<file path="src/rtl/sc_countdown_scheduler_pkg.sv">
// Shared state encoding, window-table defaults and window decode helpers
// for the countdown scheduler.
package sc_countdown_scheduler_pkg;

  typedef enum logic [2:0] {
    ST_IDLE  = 3'd0,
    ST_ARMED = 3'd1,
    ST_RUN   = 3'd2,
    ST_WIN   = 3'd3,
    ST_DONE  = 3'd4
  } sched_state_t;

  localparam logic [1:0] WINIDX_NONE   = 2'd3;
  localparam logic [7:0] DEF_TICK_MAX  = 8'd127;
  localparam logic [7:0] DEF_WIN0_OPEN = 8'd12;
  localparam logic [7:0] DEF_WIN0_CLOSE = 8'd16;
  localparam logic [7:0] DEF_WIN1_OPEN = 8'd48;
  localparam logic [7:0] DEF_WIN1_CLOSE = 8'd52;
  localparam logic [7:0] DEF_WIN2_OPEN = 8'd95;
  localparam logic [7:0] DEF_WIN2_CLOSE = 8'd99;

  // Windows are half-open [open, close); ordering makes them disjoint.
  function automatic logic [1:0] win_lookup(
    input logic [7:0] t,
    input logic [7:0] o0, input logic [7:0] c0,
    input logic [7:0] o1, input logic [7:0] c1,
    input logic [7:0] o2, input logic [7:0] c2
  );
    if (t >= o0 && t < c0) return 2'd0;
    if (t >= o1 && t < c1) return 2'd1;
    if (t >= o2 && t < c2) return 2'd2;
    return WINIDX_NONE;
  endfunction

  function automatic logic is_close(
    input logic [7:0] t,
    input logic [7:0] c0, input logic [7:0] c1, input logic [7:0] c2
  );
    return (t == c0) || (t == c1) || (t == c2);
  endfunction

endpackage

</file>
<file path="src/rtl/sc_countdown_scheduler_sync.sv">
// Start-button synchroniser: 2-FF sync plus falling-edge press detector.
module sc_button_sync (
  input  logic clk,
  input  logic rst_n,
  input  logic btn_n,
  output logic press,
  output logic released
);

  logic meta_q;
  logic sync_q;
  logic prev_q;

  // Reset to the released level so leaving reset never fakes a press.
  always_ff @(posedge clk or negedge rst_n) begin
    if (!rst_n) begin
      meta_q <= 1'b1;
      sync_q <= 1'b1;
      prev_q <= 1'b1;
    end else begin
      meta_q <= btn_n;
      sync_q <= meta_q;
      prev_q <= sync_q;
    end
  end

  assign press    = prev_q & ~sync_q;
  assign released = sync_q;

endmodule

</file>
<file path="src/rtl/sc_countdown_scheduler.sv">
// Countdown sequencer: prescaled tick counter, start/restart handling and
// three scheduled countdown windows with run/done status.
module sc_countdown_scheduler
  import sc_countdown_scheduler_pkg::*;
#(
  parameter int unsigned PRESCALE_MAX = 5000000,
  parameter logic [7:0]  TICK_MAX     = DEF_TICK_MAX,
  parameter logic [7:0]  WIN0_OPEN    = DEF_WIN0_OPEN,
  parameter logic [7:0]  WIN0_CLOSE   = DEF_WIN0_CLOSE,
  parameter logic [7:0]  WIN1_OPEN    = DEF_WIN1_OPEN,
  parameter logic [7:0]  WIN1_CLOSE   = DEF_WIN1_CLOSE,
  parameter logic [7:0]  WIN2_OPEN    = DEF_WIN2_OPEN,
  parameter logic [7:0]  WIN2_CLOSE   = DEF_WIN2_CLOSE
) (
  input  logic       SC_COUNTDOWNSCHED_CLOCK_50,
  input  logic       SC_COUNTDOWNSCHED_RESET_InLow,
  input  logic       SC_COUNTDOWNSCHED_startButton_InLow,
  input  logic       SC_COUNTDOWNSCHED_ENABLE_InHigh,
  output logic [7:0] SC_COUNTDOWNSCHED_TICK_Out,
  output logic       SC_COUNTDOWNSCHED_TICKSTROBE_Out,
  output logic       SC_COUNTDOWNSCHED_ACTIVE_Out,
  output logic [1:0] SC_COUNTDOWNSCHED_WINIDX_Out,
  output logic       SC_COUNTDOWNSCHED_WINDONE_Out,
  output logic       SC_COUNTDOWNSCHED_BUSY_Out,
  output logic       SC_COUNTDOWNSCHED_DONE_Out
);

  localparam int unsigned PW = (PRESCALE_MAX > 2) ? $clog2(PRESCALE_MAX) : 1;
  localparam logic [PW-1:0] PRESC_LAST = PW'(PRESCALE_MAX - 1);

  if (!(PRESCALE_MAX >= 2 && WIN0_OPEN > 8'd0 && WIN0_OPEN < WIN0_CLOSE &&
        WIN0_CLOSE <= WIN1_OPEN && WIN1_OPEN < WIN1_CLOSE &&
        WIN1_CLOSE <= WIN2_OPEN && WIN2_OPEN < WIN2_CLOSE &&
        WIN2_CLOSE < TICK_MAX)) begin : g_bad_params
    $error("sc_countdown_scheduler: illegal prescale or window table");
  end

  logic press;
  logic released;

  sc_button_sync u_sync (
    .clk      (SC_COUNTDOWNSCHED_CLOCK_50),
    .rst_n    (SC_COUNTDOWNSCHED_RESET_InLow),
    .btn_n    (SC_COUNTDOWNSCHED_startButton_InLow),
    .press    (press),
    .released (released)
  );

  sched_state_t  state_q, state_d;
  logic [7:0]    tick_q, tick_d, tick_inc;
  logic [PW-1:0] presc_q, presc_d;
  logic          strobe_q, strobe_d;
  logic          windone_q, windone_d;

  always_ff @(posedge SC_COUNTDOWNSCHED_CLOCK_50 or negedge SC_COUNTDOWNSCHED_RESET_InLow) begin
    if (!SC_COUNTDOWNSCHED_RESET_InLow) begin
      state_q   <= ST_IDLE;
      tick_q    <= '0;
      presc_q   <= '0;
      strobe_q  <= 1'b0;
      windone_q <= 1'b0;
    end else begin
      state_q   <= state_d;
      tick_q    <= tick_d;
      presc_q   <= presc_d;
      strobe_q  <= strobe_d;
      windone_q <= windone_d;
    end
  end

  // Next state is decided on tick+1 so state and tick land on the same edge.
  always_comb begin
    state_d   = state_q;
    tick_d    = tick_q;
    presc_d   = presc_q;
    strobe_d  = 1'b0;
    windone_d = 1'b0;
    tick_inc  = tick_q + 8'd1;
    unique case (state_q)
      ST_IDLE, ST_DONE: begin
        if (press) begin
          state_d = ST_ARMED;
          tick_d  = '0;
          presc_d = '0;
        end
      end
      ST_ARMED: begin
        tick_d  = '0;
        presc_d = '0;
        if (released) state_d = ST_RUN;
      end
      ST_RUN, ST_WIN: begin
        if (press) begin
          state_d = ST_ARMED;
          tick_d  = '0;
          presc_d = '0;
        end else if (SC_COUNTDOWNSCHED_ENABLE_InHigh) begin
          if (presc_q == PRESC_LAST) begin
            presc_d   = '0;
            tick_d    = tick_inc;
            strobe_d  = 1'b1;
            windone_d = is_close(tick_inc, WIN0_CLOSE, WIN1_CLOSE, WIN2_CLOSE);
            if (tick_inc == TICK_MAX)
              state_d = ST_DONE;
            else if (win_lookup(tick_inc, WIN0_OPEN, WIN0_CLOSE, WIN1_OPEN, WIN1_CLOSE,
                                WIN2_OPEN, WIN2_CLOSE) != WINIDX_NONE)
              state_d = ST_WIN;
            else
              state_d = ST_RUN;
          end else begin
            presc_d = presc_q + 1'b1;
          end
        end
      end
      default: state_d = ST_IDLE;
    endcase
  end

  assign SC_COUNTDOWNSCHED_TICK_Out       = tick_q;
  assign SC_COUNTDOWNSCHED_TICKSTROBE_Out = strobe_q;
  assign SC_COUNTDOWNSCHED_ACTIVE_Out     = (state_q == ST_WIN);
  assign SC_COUNTDOWNSCHED_WINIDX_Out     = (state_q == ST_WIN)
      ? win_lookup(tick_q, WIN0_OPEN, WIN0_CLOSE, WIN1_OPEN, WIN1_CLOSE, WIN2_OPEN, WIN2_CLOSE)
      : WINIDX_NONE;
  assign SC_COUNTDOWNSCHED_WINDONE_Out    = windone_q;
  assign SC_COUNTDOWNSCHED_BUSY_Out       = (state_q == ST_RUN) || (state_q == ST_WIN);
  assign SC_COUNTDOWNSCHED_DONE_Out       = (state_q == ST_DONE);

endmodule

</file>
<file path="config.mk">
export PLATFORM = sky130hd
export DESIGN_NAME = sc_countdown_scheduler
export DESIGN_NICKNAME = d
export VERILOG_FILES = /design/src/rtl/sc_countdown_scheduler_pkg.sv /design/src/rtl/sc_countdown_scheduler_sync.sv /design/src/rtl/sc_countdown_scheduler.sv
export SDC_FILE = /design/constraint.sdc
export NUM_CORES = 1
export LEC_CHECK = 0
export BUFFER_PORTS_ARGS = -buffer_cell sky130_fd_sc_hd__buf_2
export CORE_MARGIN = 1
export CORE_UTILIZATION = 45
export DETAILED_ROUTE_END_ITERATION = 16
export PLACE_DENSITY = 0.6
export SLEW_MARGIN = 15
export SYNTH_ARGS = -nofsm -noshare
export SYNTH_HDL_FRONTEND = slang
export SYNTH_SLANG_ARGS = --single-unit
</file>
<file path="constraint.sdc">
create_clock -name SC_COUNTDOWNSCHED_CLOCK_50 -period 4.5 [get_ports SC_COUNTDOWNSCHED_CLOCK_50]
set_input_delay 0.9 -clock SC_COUNTDOWNSCHED_CLOCK_50 [delete_from_list [all_inputs] [get_ports SC_COUNTDOWNSCHED_CLOCK_50]]
set_output_delay 0.9 -clock SC_COUNTDOWNSCHED_CLOCK_50 [all_outputs]
set_load 0.01 [all_outputs]
</file>
# After elaboration in Yosys (flattened, before gate mapping)
# Index checks and enable logic that the tools add are counted.
# Widths: inputs -> output; s select.
[classes]
addsub = 2
order_cmp = 12
eq_ne = 14
muxes = 71
bitwise_logic = 2
reduce_logical = 16
[op_table]
columns = ["cell", "count"]
rows = [
  ["$mux 23", 4],
  ["$pmux 23 s3", 1],
  ["$mux 1", 36],
  ["$mux 2", 18],
  ["$mux 8", 4],
  ["$pmux 8 s3", 1],
  ["$add 23x1->23 const B", 1],
  ["$eq 23x23->1 const B", 1],
  ["$mux 3", 6],
  ["$eq 8x7->1 const B", 2],
  ["$ge 8x4->1 const B", 2],
  ["$ge 8x6->1 const B", 2],
  ["$ge 8x7->1 const B", 2],
  ["$lt 8x5->1 const B", 2],
  ["$lt 8x6->1 const B", 2],
  ["$lt 8x7->1 const B", 2],
  ["$pmux 3 s3", 1],
  ["$add 8x1->8 const B", 1],
  ["$eq 8x5->1 const B", 1],
  ["$eq 8x6->1 const B", 1],
  ["$reduce_and 4->1", 2],
  ["$eq 3x2->1 const B", 2],
  ["$logic_and 1x1->1", 6],
  ["$ne 3x3->1 const B", 2],
  ["11 further kinds", 15],
]
[totals]
regBits = 39
in_bits = 4
output_inout_bits = 15
wordCells = 125

# Depth between registers and ports, before layout
[depth]
ltp_word = 37
ltp_mapped = 7
depth_no_buf = 6

# By module
# Synthesis repeated with hierarchy kept, for this count alone.
[unflattened]
cells_unflattened = 265
hier_area_um2 = 2447.3
[by_module_without_submodules]
columns = ["mod", "n_inst", "cells_per_inst", "area_per_inst_um2", "seq_area_each_um2"]
rows = [
  ["sc_countdown_scheduler", 1, 261, 2354.8, 900.9],
  ["sc_button_sync", 1, 4, 92.6, 78.8],
]

# Worst setup path after synthesis
# No wires, ideal clock.
[synth_timing]
path_type = "reg-to-output"
start = "register tick_q[1] (netlist: SC_COUNTDOWNSCHED_TICK_Out[1])"
end = "output SC_COUNTDOWNSCHED_WINIDX_Out[0]"
t_arrival_ns = 1.411
setup_slack_ns = 2.189
stages_incl_launch_ff = 7
path_cell_list = "dfrtp_1 -> ha_1 -> clkbuf_1 -> nand3_1 -> o21a_1 -> o21ai_0 -> nand2_1"
[synth_via]
elab_chain_len = 9
elab_cells_between_ends = 21
[synth_rtl]
columns = ["element", "line", "rtl"]
rows = [
  ["start, declared", "sc_countdown_scheduler.sv:50", "logic [7:0] tick_q, tick_d, tick_inc;"],
  ["start signal, assigned", "sc_countdown_scheduler.sv:64", "tick_q <= tick_d;"],
  ["$ge 8x7->1 / $lt 8x7->1 (equally long branches)", "sc_countdown_scheduler_pkg.sv:31", "if (t >= o2 && t < c2) return 2'd2;"],
  ["$logic_and 1x1->1", "sc_countdown_scheduler_pkg.sv:31", ""],
  ["$mux 1 (2 in series)", "sc_countdown_scheduler_pkg.sv:31", ""],
  ["$mux 1", "sc_countdown_scheduler_pkg.sv:30", "if (t >= o1 && t < c1) return 2'd1;"],
  ["$mux 2", "sc_countdown_scheduler_pkg.sv:32", "return WINIDX_NONE;"],
  ["$mux 2", "sc_countdown_scheduler_pkg.sv:31", ""],
  ["$mux 2 (*)", "sc_countdown_scheduler_pkg.sv:30", ""],
  ["$mux 2 (*)", "sc_countdown_scheduler.sv:123", "? win_lookup(tick_q, WIN0_OPEN, WIN0_CLOSE, WIN1_OPEN, WIN1_CLOSE, WIN2_OPEN, WIN2_CLOSE)"],
  ["end, declared", "sc_countdown_scheduler.sv:22", "output logic [1:0] SC_COUNTDOWNSCHED_WINIDX_Out,"],
]
# Every way passes the cells marked *; elsewhere a longest branch is shown, timed or not. The select of a mux whose other input is x is not followed.

# Worst setup path in the final report
[layout_timing]
start = "register tick_q[4] (netlist: SC_COUNTDOWNSCHED_TICK_Out[4])"
end = "output SC_COUNTDOWNSCHED_WINIDX_Out[1]"
# The elaborated chain is that of the path after synthesis.

==> summary.txt <==
number of placement rows: 27
Data arrival, critical path: 1930 ps
cell leakage power: 1.12 nW
Clock Skews: 5.60 ps
largest net degree at the start of global routing: 40
deepest clock path buffer count: 2
# H-tree levels: 2
top_reg_cell synth: sky130_fd_sc_hd__dfrtp_1
Cell Pwr Density: 296 mW/mm²
initial antenna violation count: 0
Final #Nets: 309
most frequent standard cell in the layout excluding fill and tap cells: sky130_fd_sc_hd__nor2_1
aggregate global routing overflow: 0
area taken by flip-flops and latches: 980 µm²
CTS Buf Count: 5
proportion of synthesized chip area in sequential cells: 37.9%
share of the clock period used by the worst path: 62.8%
crit path launch type: flip-flop
critical path fanouts, max: 23
layout filler cell count: 518
crit-path most repeated cell: sky130_fd_sc_hd__nand2_1
residual DRC count: 0
vias after detailed routing: 2,105
maximum resistive drop on vdd: 0.129 mV
I/O pin total: 19
number of max-slew violations in the final report: 0
DIE HEIGHT: 77.8 µm
outcome: completed
die boundary width: 77.8 µm
Resized cells post-CTS: 0
min cycle time layout: 2830 ps
delay of the slowest cell on the worst path: 800 ps
worst relative slew slack: 34.8%
Placement Cell Area: 0.00270 mm²
post-synthesis average cell area: 9.03 µm²
endpoint type of the worst setup path: output port
wire length of the first global-routing pass: 9.93 mm
count of antenna-violating nets left after detailed routing: 0
die outline area: 0.00605 mm²
CTS root buffer: sky130_fd_sc_hd__clkbuf_8
hold_buf cts: 0
area of combinational cells with multiple inputs: 0.00148 mm²
synthesized instance count: 286
detailed-route vias per instance: 5.64
worst skew pair latency: 280 ps
final cell area excluding filler cells: 0.00278 mm²
Worst-Margin Slew: 973 ps
final total power: 0.821 mW
setup repair after global routing missed its margin: false
routed wirelength normalized by instance count: 15.5 µm
Synth-to-Final Area Change: 7.46%
setup TNS after final layout: 0 ps
core area: 0.00551 mm²
Routed WL: 5.80 mm
number of antenna repair diodes: 0
Synth Cell Area: 0.00258 mm²
kind of path behind the tightest hold check: reg2reg
number of setup buffers added after CTS: 0
number of detailed-routing iterations run before antenna repair: 4
Detailed Route Iter0 Violations: 107
final-report hold violation count: 0
via count of the first global-routing pass: 2,021
clock transition time at the flip-flop clock pins of the worst setup and hold paths: 70 ps
commonest non-fill, non-tap cells in the layout: sky130_fd_sc_hd__nor2_1 (39), sky130_fd_sc_hd__dfrtp_1 (36), sky130_fd_sc_hd__xnor2_1 (24)
utilization after layout: 50.4%
ys async rst share: 100%
path type of the worst setup path: reg2out
count of max-cap constraint violations: 0
count of different cell masters after synthesis: 67
required time of the critical path: 3600 ps
Slowest cell on crit path: sky130_fd_sc_hd__dfrtp_1
Syn. warnings: 0
number of clock sinks: 39
share of final-layout standard cells stronger than drive strength 1: 13.6%
final setup violation count: 0
starting density of the core: 46.9%
half-perimeter wire length of the detailed placement result: 4.01 mm
count of input and output buffers: 18
overall routing resource usage: 20.7%
chain of cells forming the critical path: nand2_1 > o32ai_1 > nand2_1 > buf_2
gpl congestion: 0.835
highest attainable clock frequency: 354 MHz
syn nets: 295
EDFF count, synth: 0
total of flip-flops plus latches after synthesis: 39
TritonCTS clock tree: built
==> critical path, delay by kind of cell (launching register included) <==
| family | cells | cell delay (ps) |
|---|---|---|
| buf+inv | 1 | 140 |
| simple gates | 2 | 360 |
| compound gates | 1 | 350 |
| flops | 1 | 800 |
==> cells by family after synthesis <==
family                   Yosys count  share of synthesized area, %
multiplexers                       2                         0.872
AND/OR/NAND/NOR                  141                          31.1
AO/OA/AOI/OAI                     45                          12.7
buffers and inverters             26                          4.94
XOR/XNOR                          28                          10.0
flip-flops                        39                          37.9
adder cells (fa/ha/maj)            5                          2.42
==> worst paths after layout <==
path	startpoint	endpoint	slack [ps]	cells past startpoint
max	SC_COUNTDOWNSCHED_TICK_Out[4]$_DFFE_PN0P_	SC_COUNTDOWNSCHED_WINIDX_Out[1]	1670	4
min	u_sync.meta_q$_DFF_PN1_	u_sync.released$_DFF_PN1_	360	0
max reg2reg	presc_q[0]$_DFFE_PN0P_	SC_COUNTDOWNSCHED_TICK_Out[6]$_DFFE_PN0P_	1960	7
min reg2reg	u_sync.meta_q$_DFF_PN1_	u_sync.released$_DFF_PN1_	360	0
max in group asynchronous	SC_COUNTDOWNSCHED_RESET_InLow	SC_COUNTDOWNSCHED_TICK_Out[1]$_DFFE_PN0P_	3190	1
min in group asynchronous	SC_COUNTDOWNSCHED_RESET_InLow	state_q[1]$_DFFE_PN0P_	750	1
==> routing by layer <==
metal	vias to the layer above	part of all wire (%)	track usage, %
met5	-	0	0
met4	0	1.2	6.79
met3	6	2.3	2.82
met2	32	49	33.1
met1	1001	48	28.9
li1	1066	-	-
==> sequential cells by signal, summed over array words and instances (netlist names) <==
signal,flops
SC_COUNTDOWNSCHED_TICK_Out,8
u_sync.prev_q,1
u_sync.released,1
u_sync.meta_q,1
presc_q,23
state_q,3
SC_COUNTDOWNSCHED_WINDONE_Out,1
SC_COUNTDOWNSCHED_TICKSTROBE_Out,1
==> Yosys cell counts (3+ instances only) <==
cell type,n,area [µm²]
sky130_fd_sc_hd__a211oi_1,3,22.5
sky130_fd_sc_hd__a31oi_1,3,18.8
sky130_fd_sc_hd__and3_1,7,43.8
sky130_fd_sc_hd__and4_1,4,35.0
sky130_fd_sc_hd__clkbuf_1,6,22.5
sky130_fd_sc_hd__dfrtp_1,36,901
sky130_fd_sc_hd__dfstp_2,3,78.8
sky130_fd_sc_hd__ha_1,5,62.6
sky130_fd_sc_hd__inv_1,13,48.8
sky130_fd_sc_hd__nand2_1,17,63.8
sky130_fd_sc_hd__nand3_1,14,70.1
sky130_fd_sc_hd__nand4_1,6,37.5
sky130_fd_sc_hd__nor2_1,39,146
sky130_fd_sc_hd__nor2b_1,4,25.0
sky130_fd_sc_hd__nor3_1,15,75.1
sky130_fd_sc_hd__nor4_1,7,43.8
sky130_fd_sc_hd__nor4b_1,4,35.0
sky130_fd_sc_hd__o211ai_1,3,22.5
sky130_fd_sc_hd__o21ai_0,5,25.0
sky130_fd_sc_hd__o21ai_1,7,35.0
sky130_fd_sc_hd__xnor2_1,24,210
sky130_fd_sc_hd__xor2_1,3,26.3
==> layout make-up <==
| type | count | area share, % |
|---|---|---|
| clock buffer | 8 | 2.89 |
| inverter | 14 | 1.89 |
| sequential | 39 | 35.3 |
| multi-input combinational | 221 | 53.2 |
| tap | 72 | 3.25 |
| timing repair buffer | 19 | 3.52 |
==> power breakdown <==
part	total [mW]	internal, mW	switching, mW
logic	0.203	0.0735	0.129
registers	0.393	0.370	0.0230
clock network	0.225	0.110	0.115
==> metrics by stage <==
stage	worst slack, ps	std cells	hold WS, ps
2_1_floorplan	2190	286	345
3_3_place_gp	1830	365	346
3_5_place_dp	1850	365	347
4_1_cts	1670	373	358
5_1_grt	1490	373	364
6_report	1670	373	357
Power figures use the tool's default switching activity.
